===== config.mk =====
export PLATFORM = sky130hd
export DESIGN_NAME = bcd_scan_ctrl
export DESIGN_NICKNAME = d
export VERILOG_FILES = /design/src/rtl/bcd_scan_ctrl_pkg.sv /design/src/rtl/bcd_scan_ctrl_onehot_dec.sv /design/src/rtl/bcd_scan_ctrl.sv
export SDC_FILE = /design/constraint.sdc
export NUM_CORES = 1
export LEC_CHECK = 0
export CAP_MARGIN = 20
export CORE_MARGIN = 2
export CORE_UTILIZATION = 25
export DETAILED_ROUTE_END_ITERATION = 8
export PLACE_DENSITY = 0.58
export SKIP_CTS_REPAIR_TIMING = 1
export SKIP_LAST_GASP = 1
export SLEW_MARGIN = 5
export SYNTH_ARGS = -nofsm -noshare
export SYNTH_HDL_FRONTEND = slang
export SYNTH_SLANG_ARGS = --single-unit

===== constraint.sdc =====
create_clock -name clk -period 1.8 [get_ports clk]
set_input_delay 0.27 -clock clk [delete_from_list [all_inputs] [get_ports clk]]
set_output_delay 0.27 -clock clk [all_outputs]
set_load 0.02 [all_outputs]

===== src/rtl/bcd_scan_ctrl_pkg.sv =====
// Shared types and constants for the multiplexed BCD scan controller.
package bcd_scan_ctrl_pkg;

    typedef enum logic [1:0] {
        IDLE  = 2'd0,
        SCAN  = 2'd1,
        BLANK = 2'd2
    } state_t;

    localparam int BCD_W     = 4;
    localparam int DEC_LINES = 10;

endpackage


===== src/rtl/bcd_scan_ctrl_onehot_dec.sv =====
// BCD nibble to one-hot decimal lines; codes above 9 drive no line at all.
module bcd_onehot_dec
    import bcd_scan_ctrl_pkg::*;
(
    input  logic [BCD_W-1:0]     bcd,
    output logic [DEC_LINES-1:0] onehot
);

    always_comb begin
        onehot = '0;
        if (bcd <= BCD_W'(9)) begin
            onehot = DEC_LINES'(1) << bcd;
        end
    end

endmodule


===== src/rtl/bcd_scan_ctrl.sv =====
// Scans NUM_DIGITS BCD digits through one shared decoder, committing new
// values only at frame boundaries so a frame never mixes old and new digits.
module bcd_scan_ctrl
    import bcd_scan_ctrl_pkg::*;
#(
    parameter int NUM_DIGITS = 4,
    parameter int DWELL      = 8
)
(
    input  logic                          clk,
    input  logic                          rst_n,
    input  logic                          load_valid,
    output logic                          load_ready,
    input  logic [BCD_W*NUM_DIGITS-1:0]   load_data,
    input  logic                          enable,
    input  logic                          err_clr,
    output logic [DEC_LINES-1:0]          dec_out,
    output logic [NUM_DIGITS-1:0]         digit_sel,
    output logic [$clog2(NUM_DIGITS)-1:0] digit_idx,
    output logic                          frame_done,
    output logic                          err
);

    localparam int IDX_W = $clog2(NUM_DIGITS);
    localparam int DW_W  = (DWELL > 1) ? $clog2(DWELL) : 1;
    localparam logic [IDX_W-1:0] LAST_IDX   = IDX_W'(NUM_DIGITS - 1);
    localparam logic [DW_W-1:0]  LAST_DWELL = DW_W'(DWELL - 1);

    state_t                          state;
    logic [BCD_W*NUM_DIGITS-1:0]     active;
    logic [BCD_W*NUM_DIGITS-1:0]     shadow;
    logic                            pending;
    logic [IDX_W-1:0]                idx;
    logic [DW_W-1:0]                 dwell;
    logic [BCD_W-1:0]                nibble;
    logic [DEC_LINES-1:0]            dec;
    logic                            last_blank;
    logic                            commit;
    logic                            accept;
    logic                            scan;

    assign scan       = (state == SCAN);
    assign last_blank = (state == BLANK) && (idx == LAST_IDX);
    // enable only matters at frame boundaries, so a mid-frame drop finishes the frame
    assign commit     = enable && ((state == IDLE) || last_blank);
    assign accept     = load_valid && !pending;

    always_comb begin
        nibble = '0;
        for (int i = 0; i < NUM_DIGITS; i++) begin
            if (idx == IDX_W'(i)) begin
                nibble = active[i*BCD_W +: BCD_W];
            end
        end
    end

    bcd_onehot_dec u_dec (
        .bcd    (nibble),
        .onehot (dec)
    );

    always_ff @(posedge clk or negedge rst_n) begin
        if (!rst_n) begin
            state   <= IDLE;
            active  <= '0;
            shadow  <= '0;
            pending <= 1'b0;
            idx     <= '0;
            dwell   <= '0;
            err     <= 1'b0;
        end else begin
            if (commit && pending) begin
                active  <= shadow;
                pending <= 1'b0;
            end
            if (accept) begin
                shadow  <= load_data;
                pending <= 1'b1;
            end

            case (state)
                IDLE: begin
                    if (enable) begin
                        state <= SCAN;
                        idx   <= '0;
                        dwell <= '0;
                    end
                end
                SCAN: begin
                    if (dwell == LAST_DWELL) begin
                        state <= BLANK;
                        dwell <= '0;
                    end else begin
                        dwell <= dwell + 1'b1;
                    end
                end
                BLANK: begin
                    if (idx != LAST_IDX) begin
                        idx   <= idx + 1'b1;
                        state <= SCAN;
                    end else begin
                        idx   <= '0;
                        state <= enable ? SCAN : IDLE;
                    end
                end
                default: begin
                    state <= IDLE;
                    idx   <= '0;
                    dwell <= '0;
                end
            endcase

            // a new bad nibble outranks a simultaneous clear
            if (scan && (nibble > BCD_W'(9))) begin
                err <= 1'b1;
            end else if (err_clr) begin
                err <= 1'b0;
            end
        end
    end

    assign load_ready = !pending;
    assign digit_sel  = scan ? (NUM_DIGITS'(1) << idx) : '0;
    assign dec_out    = scan ? dec : '0;
    assign digit_idx  = idx;
    assign frame_done = last_blank;

endmodule


==> flow_summary.json, run 1 <==
{
  "status": "complete, but fails checks",
  "arrival_ns": 2.13,
  "r2r-start": "digit_idx[0]",
  "timing.final.crit_share_pct": 133.4,
  "synth_area_um2": 1912,
  "rrSetupSlack_ns": -0.15,
  "ys_seq_area_share_pct": 53.66,
  "path_delay_family": "simple AND/OR/NAND/NOR gates",
  "end_kind": "primary output",
  "cts_max_path_buffers": 2,
  "vias_per_cell": 4.329,
  "fin_crit_ns": 2.402,
  "critPathKind": "reg -> out",
  "finalCoreUtilization_pct": 42.28,
  "nets": 255,
  "fmax_ghz": 0.4163,
  "fin_cells": 328,
  "cts_tree": "yes",
  "setup-violations-final": 27,
  "ir_drop_mv": 0.6024,
  "cts_sinks": 41,
  "via_count": 1420,
  "area_growth_pct": 62.11,
  "p_leak_nw": 1.334,
  "finalPower_w": 0.005284,
  "relSlewSlack_pct": 67.59,
  "setup_slack_ns": -0.6018,
  "dp.cells": 314,
  "synth_area_per_cell_um2": 12.33,
  "rows": 31,
  "root_buffer": "clkbuf_8",
  "fillers": 683,
  "synth.distinct_cells": 30,
  "critical_path_buf_inv_count": 1,
  "ioPinCount": 40,
  "hold_path_class": "in -> async",
  "drc": 0,
  "first_pass_iters": 4,
  "grt.overflow.total": 0,
  "failed_checks": "setup timing",
  "die_y_um": 91.45,
  "ant_nets": 0,
  "cap_violations": 0,
  "htreeDepth": 2,
  "powerDensity_nw_per_um2": 1705,
  "clock_skew_ns": 0.007142,
  "grt_max_degree": 23,
  "ff2ff_path_depth": 8,
  "synth-async-reset-ratio_pct": 100.0,
  "synth_top_family_by_area": "multiplexers",
  "hold_violations": 0,
  "clk_latency_ns": 0.30,
  "insertedDiodeCount": 0,
  "wirelength_mm": 4.342,
  "hpwl_mm": 3.151,
  "cts_buffers": 5,
  "drv_slew": 0,
  "synthCells": 155,
  "antenna_found_initial": 0,
  "grt_first_pass_wirelength_mm": 7.038,
  "synth-edff-count": 0,
  "critPathLaunch": "digit_idx[0]",
  "worstPathMaxFanout": 5,
  "gp_congestion": 0.7644,
  "cpMaxStageDelayCell": "dfrtp_2",
  "rsz0062_at_grt": "true",
  "drt_iter0_drc": 26,
  "first_global_vias": 1390,
  "grt_usage_pct": 10.65,
  "numPortBuffers": 39,
  "worst_slew_pin_slew_ns": 0.4861,
  "die_w_um": 91.45,
  "required_ns": 1.53,
  "rr_endpoint": "active[14]",
  "drive_above_1_share_pct": 54.59,
  "synth-seq-cells": 41,
  "wire_per_inst_um": 13.24,
  "yosys.area_share.xor_xnor_pct": 0,
  "fp.dieArea_um2": 8363,
  "critPathLaunchType": "register",
  "synthFlopType": "dfrtp_1",
  "synth_fa_ha_area_share_pct": 3.927,
  "synthMuxAreaShare_pct": 18.26,
  "start_util_pct": 26.08,
  "synth_compound_area_share_pct": 10.73,
  "cp_cell_sequence": "ha_2 -> a21oi_1 -> a221oi_2 -> or3_4 -> nor3_4 -> clkbuf_2",
  "syn-num-nets": 182,
  "synthSimpleGateAreaFrac_pct": 9.948,
  "yosysWarnings": 0,
  "coreArea_um2": 7331,
  "slowest_delay_ns": 0.47,
  "cts.clk_slew.worst_paths_ns": 0.08
}
==> registers in the layout, summed over array words and instances, names as in the netlist <==
register / cells
pending: 1
shadow: 16
err: 1
active: 16
digit_idx: 2
state: 2
dwell: 3
==> worst register-to-register path, cell delays in order, from the launching register on <==
cell and delay [ns]:
dfrtp_2 0.45, ha_4 0.16, buf_6 0.12, inv_6 0.05
buf_6 0.12, a2111oi_4 0.27, buf_4 0.19, clkbuf_16 0.17
mux2_2 0.33
==> area by class of cell <==
class / instances / area, µm² / area share, %
Tap cell: 99 / 123.9 / 3.997
Timing Repair Buffer: 72 / 675.6 / 21.80
Clock inverter: 3 / 65.06 / 2.099
Clock buffer: 5 / 68.82 / 2.220
Multi-Input combinational cell: 99 / 1096 / 35.37
Inverter: 9 / 41.29 / 1.332
Sequential cell: 41 / 1028 / 33.19
==> worst max path at each step <==
stage                            end  slack (ns)  cells past startpoint
after detailed placement  dec_out[3]       -0.78                      7
final                     dec_out[0]       -0.60                      6
after floorplan           dec_out[9]       -0.34                      6
after global placement    dec_out[9]       -0.76                      8
after CTS                 dec_out[3]       -1.12                      7
after global routing      dec_out[0]       -0.69                      7
==> report_power, final <==
group          internal, W  leakage [nW]  total (W)  switching, W
combinational      0.00148         0.777    0.00273       0.00125
clock             0.000551        0.0681   0.000880      0.000329
sequential         0.00137         0.489    0.00168      0.000309
total              0.00339          1.33    0.00528       0.00189
==> cells in the final DEF (no fill, tap or decap), drive strengths merged, types with 2 or more instances in the layout <==
cell	count
clkdlybuf4s50	23
nor2b	3
inv	9
bufinv	2
nor3	9
and2	5
dfrtp	41
or2	3
nor2	8
mux2	31
o21ai	4
a21oi	3
clkbuf	8
dlymetal6s2s	2
o22ai	6
nor3b	2
ha	6
nand2	3
a221oi	4
a22o	3
buf	43
==> cell families (layout without fill, tap and decap cells) <==
family / Yosys count / after routing
DFF: 41 / 41
and+or+nand+nor: 36 / 36
muxes: 31 / 31
AOI/OAI and AO/OA: 26 / 26
buffers and inverters: 15 / 89
adders and majority gates: 6 / 6
==> per-stage QoR <==
step	TNS [ns]	setup slack (ns)	hold slack (ns)	instance area, µm²
after floorplan	-4.004	-0.3398	-0.02559	2105
after global placement	-8.622	-0.7598	0.2652	2820
after detailed placement	-9.399	-0.7848	0.2599	2820
after CTS	-14.54	-1.116	-0.06412	2954
after global routing	-9.925	-0.6929	0.5186	3099
final	-7.435	-0.6018	0.4660	3099
==> synthesized netlist by cell type, types with 2 or more instances <==
cell	instances	area share [%]
a21oi_1	3	0.79
a221oi_1	4	1.8
a22o_1	3	1.4
and2_1	5	1.6
buf_2	2	0.52
clkbuf_1	2	0.39
dfrtp_1	41	54
ha_1	6	3.9
inv_1	8	1.6
mux2_2	31	18
nand2_1	3	0.59
nor2_1	8	1.6
nor2b_1	3	0.98
nor3_1	9	2.4
nor3b_1	2	0.79
o21ai_0	4	1.0
o22ai_1	6	2.0
or2_2	3	0.98
==> metal layers <==
layer / share of wire (%) / vias to the layer above / wire (µm) / global-route usage (%)
li1: - / 709 / - / -
met1: 52 / 672 / 2244 / 15.47
met2: 43 / 33 / 1861 / 15.26
met3: 4.3 / 6 / 187 / 2.905
met4: 1.1 / 0 / 48 / 3.409
met5: 0 / - / 0 / 0
Note: power is estimated with default switching activity, not from simulation.
==> run 2: changes to the inputs <==
--- a/config.mk
+++ b/config.mk
@@ -10,6 +10,7 @@
 export CORE_UTILIZATION = 25
 export DETAILED_ROUTE_END_ITERATION = 8
 export PLACE_DENSITY = 0.58
+export REMOVE_ABC_BUFFERS = 1
 export SKIP_CTS_REPAIR_TIMING = 1
 export SKIP_LAST_GASP = 1
 export SLEW_MARGIN = 5
==> flow_summary.json, run 2 (synthesis gave the netlist of run 1 again) <==
{
  "wirelength_mm": 4.657,
  "hold_path_class": "in -> async",
  "drc": 0,
  "via_count": 1508,
  "end_kind": "primary output",
  "cap_violations": 0,
  "drv_slew": 0,
  "antenna_found_initial": 0,
  "placed_area_um2": 2644,
  "rsz0062_at_grt": "true",
  "fp.dieArea_um2": 8363,
  "coreArea_um2": 7331,
  "cts_buffers": 5,
  "rows": 31,
  "grt_usage_pct": 10.78,
  "worst_slew_pin_slew_ns": 0.5869,
  "final_cell_mix": "dfrtp_1, buf_4, clkdlybuf4s50_1",
  "nets": 265,
  "wl_met3_um": 179,
  "die_y_um": 91.45,
  "fin_crit_ns": 2.525,
  "cts.clk_slew.worst_paths_ns": 0.08,
  "ff2ff_path_depth": 10,
  "reg_top3": "active: 16 flops, shadow: 16 flops, dwell: 3 flops",
  "ir_drop_mv": 0.8086,
  "required_ns": 1.53,
  "status": "complete, but fails checks",
  "clock_skew_ns": 0.008113,
  "rr_endpoint": "active[9]",
  "setup-violations-final": 29,
  "failed_checks": "hold timing, setup timing",
  "first_pass_iters": 4,
  "arrival_ns": 2.26,
  "htreeDepth": 2,
  "cts_tree": "yes",
  "fmax_ghz": 0.3960,
  "final_cell_area_um2": 3069,
  "clk_latency_ns": 0.28,
  "cts_sinks": 41,
  "wire_per_inst_um": 13.82,
  "numPortBuffers": 39,
  "r2r-start": "digit_idx[1]",
  "cts_max_path_buffers": 2,
  "grt.overflow.total": 0,
  "setup_slack_ns": -0.7254,
  "critPathLaunchType": "register",
  "root_buffer": "clkbuf_8",
  "die_w_um": 91.45,
  "wl_met1_mm": 2.164,
  "ioPinCount": 40,
  "critPathKind": "reg -> out",
  "whs_ns": -0.01569,
  "hold_violations": 24,
  "first_global_vias": 1488,
  "p_leak_nw": 1.358,
  "powerDensity_nw_per_um2": 1645,
  "grt_max_degree": 27,
  "relSlewSlack_pct": 60.87,
  "finalPower_w": 0.005050,
  "insertedDiodeCount": 0,
  "drive_above_1_share_pct": 50.84,
  "hpwl_mm": 3.383,
  "final_common_cell": "dfrtp_1",
  "area_growth_pct": 60.54,
  "wl_met2_mm": 2.241,
  "drt_iter0_drc": 43,
  "ant_nets": 0,
  "worstPathMaxFanout": 4,
  "top_layer": "met4",
  "start_util_pct": 26.08,
  "gp_congestion": 0.8243,
  "rrSetupSlack_ns": -0.26,
  "timing.final.crit_share_pct": 140.3,
  "finalCoreUtilization_pct": 41.87,
  "vias_per_cell": 4.475,
  "grt_first_pass_wirelength_mm": 7.134
}
-- run 2: cell type report --
type / count / area, µm²
repair buffers: 82 / 719.4
inverters: 9 / 38.79
fillers: 671 / 4262
clock inverters: 1 / 7.507
well taps: 99 / 123.9
flip-flops and latches: 41 / 1027
clock buffers: 6 / 82.58
multi-input cells: 99 / 1070
-- run 2: worst max-delay path, stage by stage, from the launching register on --
cell      delay (ns)
dfrtp_2         0.47
ha_4            0.20
buf_8           0.13
nor2b_4         0.19
buf_6           0.13
a221o_1         0.14
o211ai_1        0.23
nor3b_2         0.30
buf_4           0.18
-- run 2: report_power, final --
| group | switching [W] | internal, W | total (W) |
|---|---|---|---|
| Clock | 0.000289 | 0.000303 | 0.000591 |
| Combinational | 0.00117 | 0.00160 | 0.00277 |
| Sequential | 0.000321 | 0.00137 | 0.00169 |
| Total | 0.00178 | 0.00327 | 0.00505 |
-- run 2: stage by stage --
stage	setup WS (ns)	hold slack, ns	std cells	setup TNS, ns
floorplan	-0.7182	-0.02559	149	-13.21
global placement	-1.173	0.3093	321	-13.12
detailed placement	-1.212	0.3132	321	-14.24
CTS	-1.546	0.006234	328	-19.27
global route	-0.7924	0.02887	337	-12.87
finish	-0.7254	-0.01569	337	-10.81
-- run 2: metal layers --
metal / track usage, % / vias up
li1: - / 723
met1: 13.80 / 743
met2: 18.01 / 35
met3: 2.158 / 7
met4: 3.788 / 0
met5: 0 / -
-- run 2: worst max-delay path by stage --
stage / to / cells past startpoint / slack (ns) / from
2_1_floorplan: dec_out[4] / 6 / -0.72 / digit_idx[0]
6_report: dec_out[4] / 8 / -0.73 / digit_idx[0]
4_1_cts: dec_out[5] / 8 / -1.55 / digit_idx[1]
3_3_place_gp: dec_out[5] / 8 / -1.17 / digit_idx[1]
5_1_grt: dec_out[4] / 8 / -0.79 / digit_idx[0]
3_5_place_dp: dec_out[5] / 8 / -1.21 / digit_idx[1]
